--- src/rtl/ahbl_sram_bridge_pkg.sv ---
// Shared definitions for the AHB-Lite to SRAM bridge: AHB transfer and size
// encodings, and the byte-lane mask derived from a transfer's size and low
// address bits.
package ahbl_sram_bridge_pkg;

  localparam logic [1:0] HTRANS_IDLE   = 2'b00;
  localparam logic [1:0] HTRANS_BUSY   = 2'b01;
  localparam logic [1:0] HTRANS_NONSEQ = 2'b10;
  localparam logic [1:0] HTRANS_SEQ    = 2'b11;

  localparam logic [2:0] HSIZE_BYTE = 3'd0;
  localparam logic [2:0] HSIZE_HALF = 3'd1;
  localparam logic [2:0] HSIZE_WORD = 3'd2;

  // Byte lanes touched by a transfer on a 32-bit bus. Sizes above a word
  // cannot fit the bus, so they are treated as full-word accesses.
  function automatic logic [3:0] byte_mask(input logic [2:0] size,
                                           input logic [1:0] addr_lo);
    case (size)
      HSIZE_BYTE: byte_mask = 4'b0001 << addr_lo;
      HSIZE_HALF: byte_mask = addr_lo[1] ? 4'b1100 : 4'b0011;
      default:    byte_mask = 4'b1111;
    endcase
  endfunction

endpackage

--- src/rtl/ahbl_sram_wbuf.sv ---
// One-entry posted write buffer for the AHB-Lite SRAM bridge.
// Ports:
//   clk, rst_n            clock, asynchronous active-low reset
//   load, load_*          capture a completed write data phase
//   drain                 the SRAM port is writing the buffer this cycle
//   wb_valid/addr/mask/data  buffer contents (drive the SRAM write port)
//   fwd_en, fwd_addr      read data phase qualifier and its word address
//   mem_rdata             data returned by the SRAM
//   merged_rdata          SRAM data with buffered bytes forwarded over it
module ahbl_sram_wbuf
  import ahbl_sram_bridge_pkg::*;
#(
  parameter int W_DATA = 32,
  parameter int W_SRAM = 9
) (
  input  logic                  clk,
  input  logic                  rst_n,
  input  logic                  load,
  input  logic [W_SRAM-1:0]     load_addr,
  input  logic [W_DATA/8-1:0]   load_mask,
  input  logic [W_DATA-1:0]     load_data,
  input  logic                  drain,
  output logic                  wb_valid,
  output logic [W_SRAM-1:0]     wb_addr,
  output logic [W_DATA/8-1:0]   wb_mask,
  output logic [W_DATA-1:0]     wb_data,
  input  logic                  fwd_en,
  input  logic [W_SRAM-1:0]     fwd_addr,
  input  logic [W_DATA-1:0]     mem_rdata,
  output logic [W_DATA-1:0]     merged_rdata
);

  // NOTE: sequential state uses non-blocking assignments so every register
  // samples pre-edge values regardless of process ordering.
  always_ff @(posedge clk or negedge rst_n) begin
    if (!rst_n) begin
      wb_valid <= 1'b0;
    end else if (load) begin
      // A load in the same cycle as a drain wins: the old entry is being
      // written to SRAM right now, the new one takes its place.
      wb_valid <= 1'b1;
    end else if (drain) begin
      wb_valid <= 1'b0;
    end
  end

  // NOTE: the payload needs no reset; it is only observed while wb_valid is
  // set, which is reset. Leaving it unreset keeps these plain enable flops.
  always_ff @(posedge clk) begin
    if (load) begin
      wb_addr <= load_addr;
      wb_mask <= load_mask;
      wb_data <= load_data;
    end
  end

  // The buffer always holds the newest write older than a read in its data
  // phase, so a byte-wise overlay gives coherent read data.
  logic fwd_hit;
  assign fwd_hit = fwd_en && wb_valid && (wb_addr == fwd_addr);

  // NOTE: combinational outputs get a default first so no path infers a latch.
  always_comb begin
    merged_rdata = mem_rdata;
    for (int i = 0; i < W_DATA / 8; i++) begin
      if (fwd_hit && wb_mask[i]) merged_rdata[8*i +: 8] = wb_data[8*i +: 8];
    end
  end

endmodule

--- src/rtl/ahbl_sram_bridge.sv ---
// AHB-Lite subordinate driving a single-port synchronous SRAM (active-low
// select, write and byte enables, 1-cycle read latency). Reads are zero-wait;
// writes are posted through a one-entry buffer because AHB write data arrives
// a cycle after the address.
// Ports:
//   clk, rst_n                 clock, asynchronous active-low reset
//   ahbls_*                    AHB-Lite subordinate interface
//   sram_cs_n/we_n/be_n        SRAM controls, active low
//   sram_addr, sram_wdata      SRAM word address and write data
//   sram_rdata                 SRAM read data, valid the cycle after a read
module ahbl_sram_bridge
  import ahbl_sram_bridge_pkg::*;
#(
  parameter  int W_DATA = 32,
  parameter  int W_ADDR = 32,
  parameter  int DEPTH  = 512,
  localparam int W_SRAM = $clog2(DEPTH)
) (
  input  logic                 clk,
  input  logic                rst_n,
  input  logic                ahbls_hready,
  output logic                ahbls_hready_resp,
  output logic                ahbls_hresp,
  input  logic                ahbls_hsel,
  input  logic [W_ADDR-1:0]   ahbls_haddr,
  input  logic                ahbls_hwrite,
  input  logic [1:0]          ahbls_htrans,
  input  logic [2:0]          ahbls_hsize,
  input  logic [W_DATA-1:0]   ahbls_hwdata,
  output logic [W_DATA-1:0]   ahbls_hrdata,
  output logic                sram_cs_n,
  output logic                sram_we_n,
  output logic [W_DATA/8-1:0] sram_be_n,
  output logic [W_SRAM-1:0]   sram_addr,
  output logic [W_DATA-1:0]   sram_wdata,
  input  logic [W_DATA-1:0]   sram_rdata
);

  if (W_DATA != 32) begin : g_width_check
    $fatal(1, "ahbl_sram_bridge: W_DATA must be 32");
  end

  // Address phase decode.
  logic                aph_valid;
  logic                aph_read;
  logic                aph_write;
  logic [W_SRAM-1:0]   aph_addr;
  logic [W_DATA/8-1:0] aph_mask;

  assign aph_valid = ahbls_hsel && ahbls_htrans[1];
  assign aph_read  = aph_valid && !ahbls_hwrite;
  assign aph_write = aph_valid && ahbls_hwrite;
  assign aph_addr  = ahbls_haddr[2 +: W_SRAM];  // wraps modulo DEPTH
  assign aph_mask  = byte_mask(ahbls_hsize, ahbls_haddr[1:0]);

  // Upper address bits and the SEQ/NONSEQ distinction do not matter here.
  logic unused_bits;
  assign unused_bits = ^{ahbls_haddr[W_ADDR-1:W_SRAM+2], ahbls_htrans[0]};

  // Data phase registers, advanced only when the bus moves on.
  logic                dph_read;
  logic                dph_write;
  logic [W_SRAM-1:0]   dph_addr;
  logic [W_DATA/8-1:0] dph_mask;

  always_ff @(posedge clk or negedge rst_n) begin
    if (!rst_n) begin
      dph_read  <= 1'b0;
      dph_write <= 1'b0;
      dph_addr  <= '0;
      dph_mask  <= '0;
    end else if (ahbls_hready) begin
      dph_read  <= aph_read;
      dph_write <= aph_write;
      dph_addr  <= aph_addr;
      dph_mask  <= aph_mask;
    end
  end

  // Buffer interface.
  logic                wb_valid;
  logic [W_SRAM-1:0]   wb_addr;
  logic [W_DATA/8-1:0] wb_mask;
  logic [W_DATA-1:0]   wb_data;
  logic                stall;
  logic                rd_issue;
  logic                drain;
  logic                load;

  // Stall only when the buffer is full, a read owns the SRAM port and new
  // write data must be accepted. The stalled read is not accepted by the bus,
  // so its slot goes to the drain instead; the read is reissued next cycle.
  // None of this depends on the global hready, so there is no loop through
  // the interconnect.
  assign stall    = dph_write && wb_valid && aph_read;
  assign rd_issue = aph_read && !stall;
  assign drain    = wb_valid && !rd_issue;
  assign load     = dph_write && ahbls_hready_resp;

  assign ahbls_hready_resp = !stall;
  assign ahbls_hresp       = 1'b0;

  ahbl_sram_wbuf #(
    .W_DATA (W_DATA),
    .W_SRAM (W_SRAM)
  ) u_wbuf (
    .clk          (clk),
    .rst_n        (rst_n),
    .load         (load),
    .load_addr    (dph_addr),
    .load_mask    (dph_mask),
    .load_data    (ahbls_hwdata),
    .drain        (drain),
    .wb_valid     (wb_valid),
    .wb_addr      (wb_addr),
    .wb_mask      (wb_mask),
    .wb_data      (wb_data),
    .fwd_en       (dph_read),
    .fwd_addr     (dph_addr),
    .mem_rdata    (sram_rdata),
    .merged_rdata (ahbls_hrdata)
  );

  // SRAM port: read first, then drain, else idle with buffer values parked.
  always_comb begin
    sram_cs_n  = 1'b1;
    sram_we_n  = 1'b1;
    sram_be_n  = ~wb_mask;
    sram_addr  = wb_addr;
    sram_wdata = wb_data;
    if (rd_issue) begin
      sram_cs_n = 1'b0;
      sram_be_n = '0;
      sram_addr = aph_addr;
    end else if (wb_valid) begin
      sram_cs_n = 1'b0;
      sram_we_n = 1'b0;
    end
  end

endmodule

--- config.mk ---
export PLATFORM = sky130hd
export DESIGN_NAME = ahbl_sram_bridge
export DESIGN_NICKNAME = d
export VERILOG_FILES = /design/src/rtl/ahbl_sram_bridge_pkg.sv /design/src/rtl/ahbl_sram_wbuf.sv /design/src/rtl/ahbl_sram_bridge.sv
export SDC_FILE = /design/constraint.sdc
export NUM_CORES = 1
export LEC_CHECK = 0
export ABC_AREA = 1
export CAP_MARGIN = 20
export CORE_MARGIN = 2
export CORE_UTILIZATION = 37
export DETAILED_ROUTE_END_ITERATION = 7
export PLACE_DENSITY_LB_ADDON = 0.05
export SYNTH_ARGS = -nofsm -noshare
export SYNTH_HDL_FRONTEND = slang
export SYNTH_SLANG_ARGS = --single-unit
--- constraint.sdc ---
create_clock -name clk -period 2.15 [get_ports clk]
set_input_delay 0.3225 -clock clk [delete_from_list [all_inputs] [get_ports clk]]
set_output_delay 0.3225 -clock clk [all_outputs]
set_load 0.01 [all_outputs]
==> summary.md <==
| Metric | Value |
|---|---|
| Final antenna diode count | `0` |
| Cell variety after synth | `22` |
| Register area share after synthesis | `59.2%` |
| All-Layer GR Usage | `20.9%` |
| Largest net degree at the start of global routing | `27` |
| HP Class | `in2async` |
| Worst path most repeated cell | `nand2_1` |
| Most frequent cells after synthesis | `nand2_1, edfxtp_1, nand4_1` |
| IR drop worst, VDD | `332 µV` |
| Largest family of logic cells by synthesized area | `simple AND/OR/NAND/NOR gates` |
| Layout area overhead | `78.5%` |
| Ports | `187` |
| Die width | `93.4 µm` |
| Residual DRC | `0` |
| Area share of the largest cell type after synthesis | `45.7%` |
| Initial Utilization | `38.3%` |
| YS warnings | `0` |
| Clk root buf | `clkbuf_8` |
| Fin Clk Skew | `6.06 ps` |
| Synth Area in Adders | `0%` |
| Final setup vio count | `32` |
| Largest stage delay on the critical path | `400 ps` |
| Initial antenna violation count | `0` |
| Critical path class | `reg2out` |
| # clock sinks | `61` |
| Port bufs | `163` |
| Crit path cell chain | `nand2_1, nand2_1, nor2_1, nand2_2, nor2_8, buf_6, buf_16, nand3_4, buf_6, nand2_2, nand2_1, buf_2` |
| Initial DRC Count | `127` |
| Failing checks | `setup timing` |
| Avg Cell Area, Syn | `9.80 µm²` |
| Worst Path Max Fanout | `8` |
| Worst path bufs/invs | `4` |
| Vias in the first global route | `2841` |
| Max-slew violation count | `0` |
| Top-count cell post-synth | `nand2_1` |
| Die height | `93.4 µm` |
| Final WL | `9230 µm` |
| Main area contributors after synthesis | `edfxtp_1, nand2_1, dfrtp_1` |
| First drt pass iteration count | `4` |
| Final worst-path cycle share | `109%` |
| CP endpoint kind | `output pin` |
| Simple-gate share of the synthesized area | `30.2%` |
| CP delay by family, top | `simple AND/OR/NAND/NOR gates` |
| Post-place setup slack | `-254 ps` |
| RSZ-0062 raised after global routing | `yes` |
| CP required | `1830 ps` |
| Post-Syn Area | `0.00296 mm²` |
| Cell Rows | `32` |
| Compound-Gate Fraction of Synth Area | `2.71%` |
| Clock Latency Late Sink | `320 ps` |
| Core ar. | `0.00773 mm²` |
| Arrival time at the worst endpoint | `2010 ps` |
| Fmax | `428 MHz` |
| Leak pwr | `2.30 nW` |
| Max_cap viols | `0` |
| Hold buffers post-CTS | `0` |
| Final setup margin | `-186 ps` |
| Critical path startpoint category | `flop` |
| Ys flop type | `edfxtp_1` |
| Routed vias | `2922` |
| Status | `complete, but fails checks` |
| Wire per inst | `15.0 µm` |
| H-tree depth | `3` |
| Number of fill cells in the layout | `610` |
| GR Overflow Total | `0` |
| EDFF count, synth | `45` |
| Die area | `0.00873 mm²` |
| Clk slew on worst S/H paths | `70 ps` |
| Fin crit period | `2340 ps` |
| Clk buf depth | `2` |
| Post-synthesis mux area share | `0%` |
| Fraction of final layout cells sized beyond drive strength 1 | `27.4%` |
| Crit-path slowest cell | `dfrtp_1` |
| Final Util | `68.3%` |
| CTS tree | `yes` |
| Mapped Nets | `408` |
| Cell count after synthesis | `302` |
| Fin nets | `616` |
| Placer Congestion | `0.823` |
| Power density cells | `548 mW/mm²` |
| First-pass GRT wire length | `13900 µm` |
| Async SR Flop Fraction | `26.2%` |
| ANT nets after route | `0` |
| Synth area leader | `edfxtp_1` |
| Post-synthesis xor/xnor area fraction | `0.888%` |
| Vias/cell | `4.74` |
| Final hold vios | `0` |
| Seq cells post-synth | `61` |
| CTS Buf Count | `9` |
| HPWL after DPL | `6360 µm` |
placed cells by master (no fill, tap or decap):
cell type and count:
a21oi_1 4, buf_12 7, buf_16 3, buf_2 29, buf_4 22, buf_6 19
bufinv_16 1, clkbuf_1 4, clkbuf_16 1, clkbuf_2 4, clkbuf_8 10, clkdlybuf4s50_1 117
clkinv_2 1, conb_1 1, dfrtp_1 16, dlygate4sd2_1 9, edfxtp_1 45, inv_1 13
inv_2 4, nand2_1 107, nand2_2 25, nand2_4 1, nand3_4 5, nand4_1 32
nor2_1 12, nor2_2 3, nor2_4 1, nor2_8 2, nor3_1 1, o21ai_0 12
or2_2 1, xnor2_1 1, xnor2_2 2
sequential cells by signal, summed over array words and instances, names as in the netlist:
name / flops
u_wbuf.wb_data: 32
dph_addr: 9
u_wbuf.wb_addr: 9
dph_mask: 4
u_wbuf.wb_mask: 4
dph_read: 1
dph_write: 1
u_wbuf.wb_valid: 1
logic make-up (layout without fill, tap and decap cells):
family                 after synthesis  count (layout)
XOR/XNOR                             3               3
flip-flops                          61              61
AO/OA/AOI/OAI                       16              16
buffers and inverters               31             244
other                                1               1
AND/OR/NAND/NOR                    190             190
path summary, 6_finish.rpt:
path	cells past startpoint	slack (ps)	from	end
max in group asynchronous	2	1640	rst_n	dph_addr[7]
max	12	-190	dph_addr[6]	ahbls_hrdata[1]
min reg2reg	0	450	dph_mask[0]	u_wbuf.wb_mask[0]
max reg2reg	7	590	u_wbuf.wb_valid	u_wbuf.wb_data[23]
min in group clk	0	450	dph_mask[0]	u_wbuf.wb_mask[0]
min	2	330	rst_n	dph_addr[8]
worst reg2reg max path: cells and delay by family (launching register included):
family / cells / cell delay (ps)
buffers and inverters: 4 / 600
DFF: 1 / 380
and+or+nand+nor: 3 / 230
where the power goes:
part | internal, W | switching, W | total, W | leakage, nW
clock | 0.000568 | 0.000415 | 0.000983 | 0.0947
sequential | 0.00134 | 0.0000414 | 0.00138 | 0.600
combinational | 0.000310 | 0.000226 | 0.000536 | 1.60
total | 0.00221 | 0.000682 | 0.00290 | 2.30
through the flow:
| stage | TNS (ps) | power [W] | hold slack, ps | instances | cell area, µm² |
|---|---|---|---|---|---|
| 2_1_floorplan | 0 | 0.00157 | 26.9 | 302 | 2960 |
| 3_3_place_gp | -4050 | 0.00191 | 428 | 573 | 4780 |
| 3_5_place_dp | -4770 | 0.00192 | 436 | 573 | 4780 |
| 4_1_cts | -3160 | 0.00289 | 320 | 616 | 5190 |
| 5_1_grt | -6390 | 0.00302 | 310 | 617 | 5280 |
| 6_report | -2530 | 0.00290 | 327 | 617 | 5280 |
per-layer routing:
| metal | track usage [%] | up-vias | wire length, µm |
|---|---|---|---|
| met2 | 37.2 | 115 | 4760 |
| met4 | 7.11 | 0 | 169 |
| met3 | 5.16 | 18 | 619 |
| li1 | - | 1437 | - |
| met1 | 24.5 | 1352 | 3680 |
| met5 | 0 | - | 0 |
cell type report:
class / count / area (µm²) / area share, %
repair buffers: 211 / 2040 / 38.7
well taps: 102 / 128 / 2.42
clock inverters: 2 / 35.0 / 0.663
flip-flops and latches: 61 / 1750 / 33.2
multi-input cells: 210 / 1110 / 21.0
clock buffers: 14 / 153 / 2.89
inverters: 17 / 63.8 / 1.21
timing repair:
action                     CTS  global route
pin swaps                   42            33
buffers inserted            22             4
setup endpoints to repair   46            38
cloned                       5             1
gates resized for setup    157            57
No activity file was read; power rests on OpenSTA's default activity.
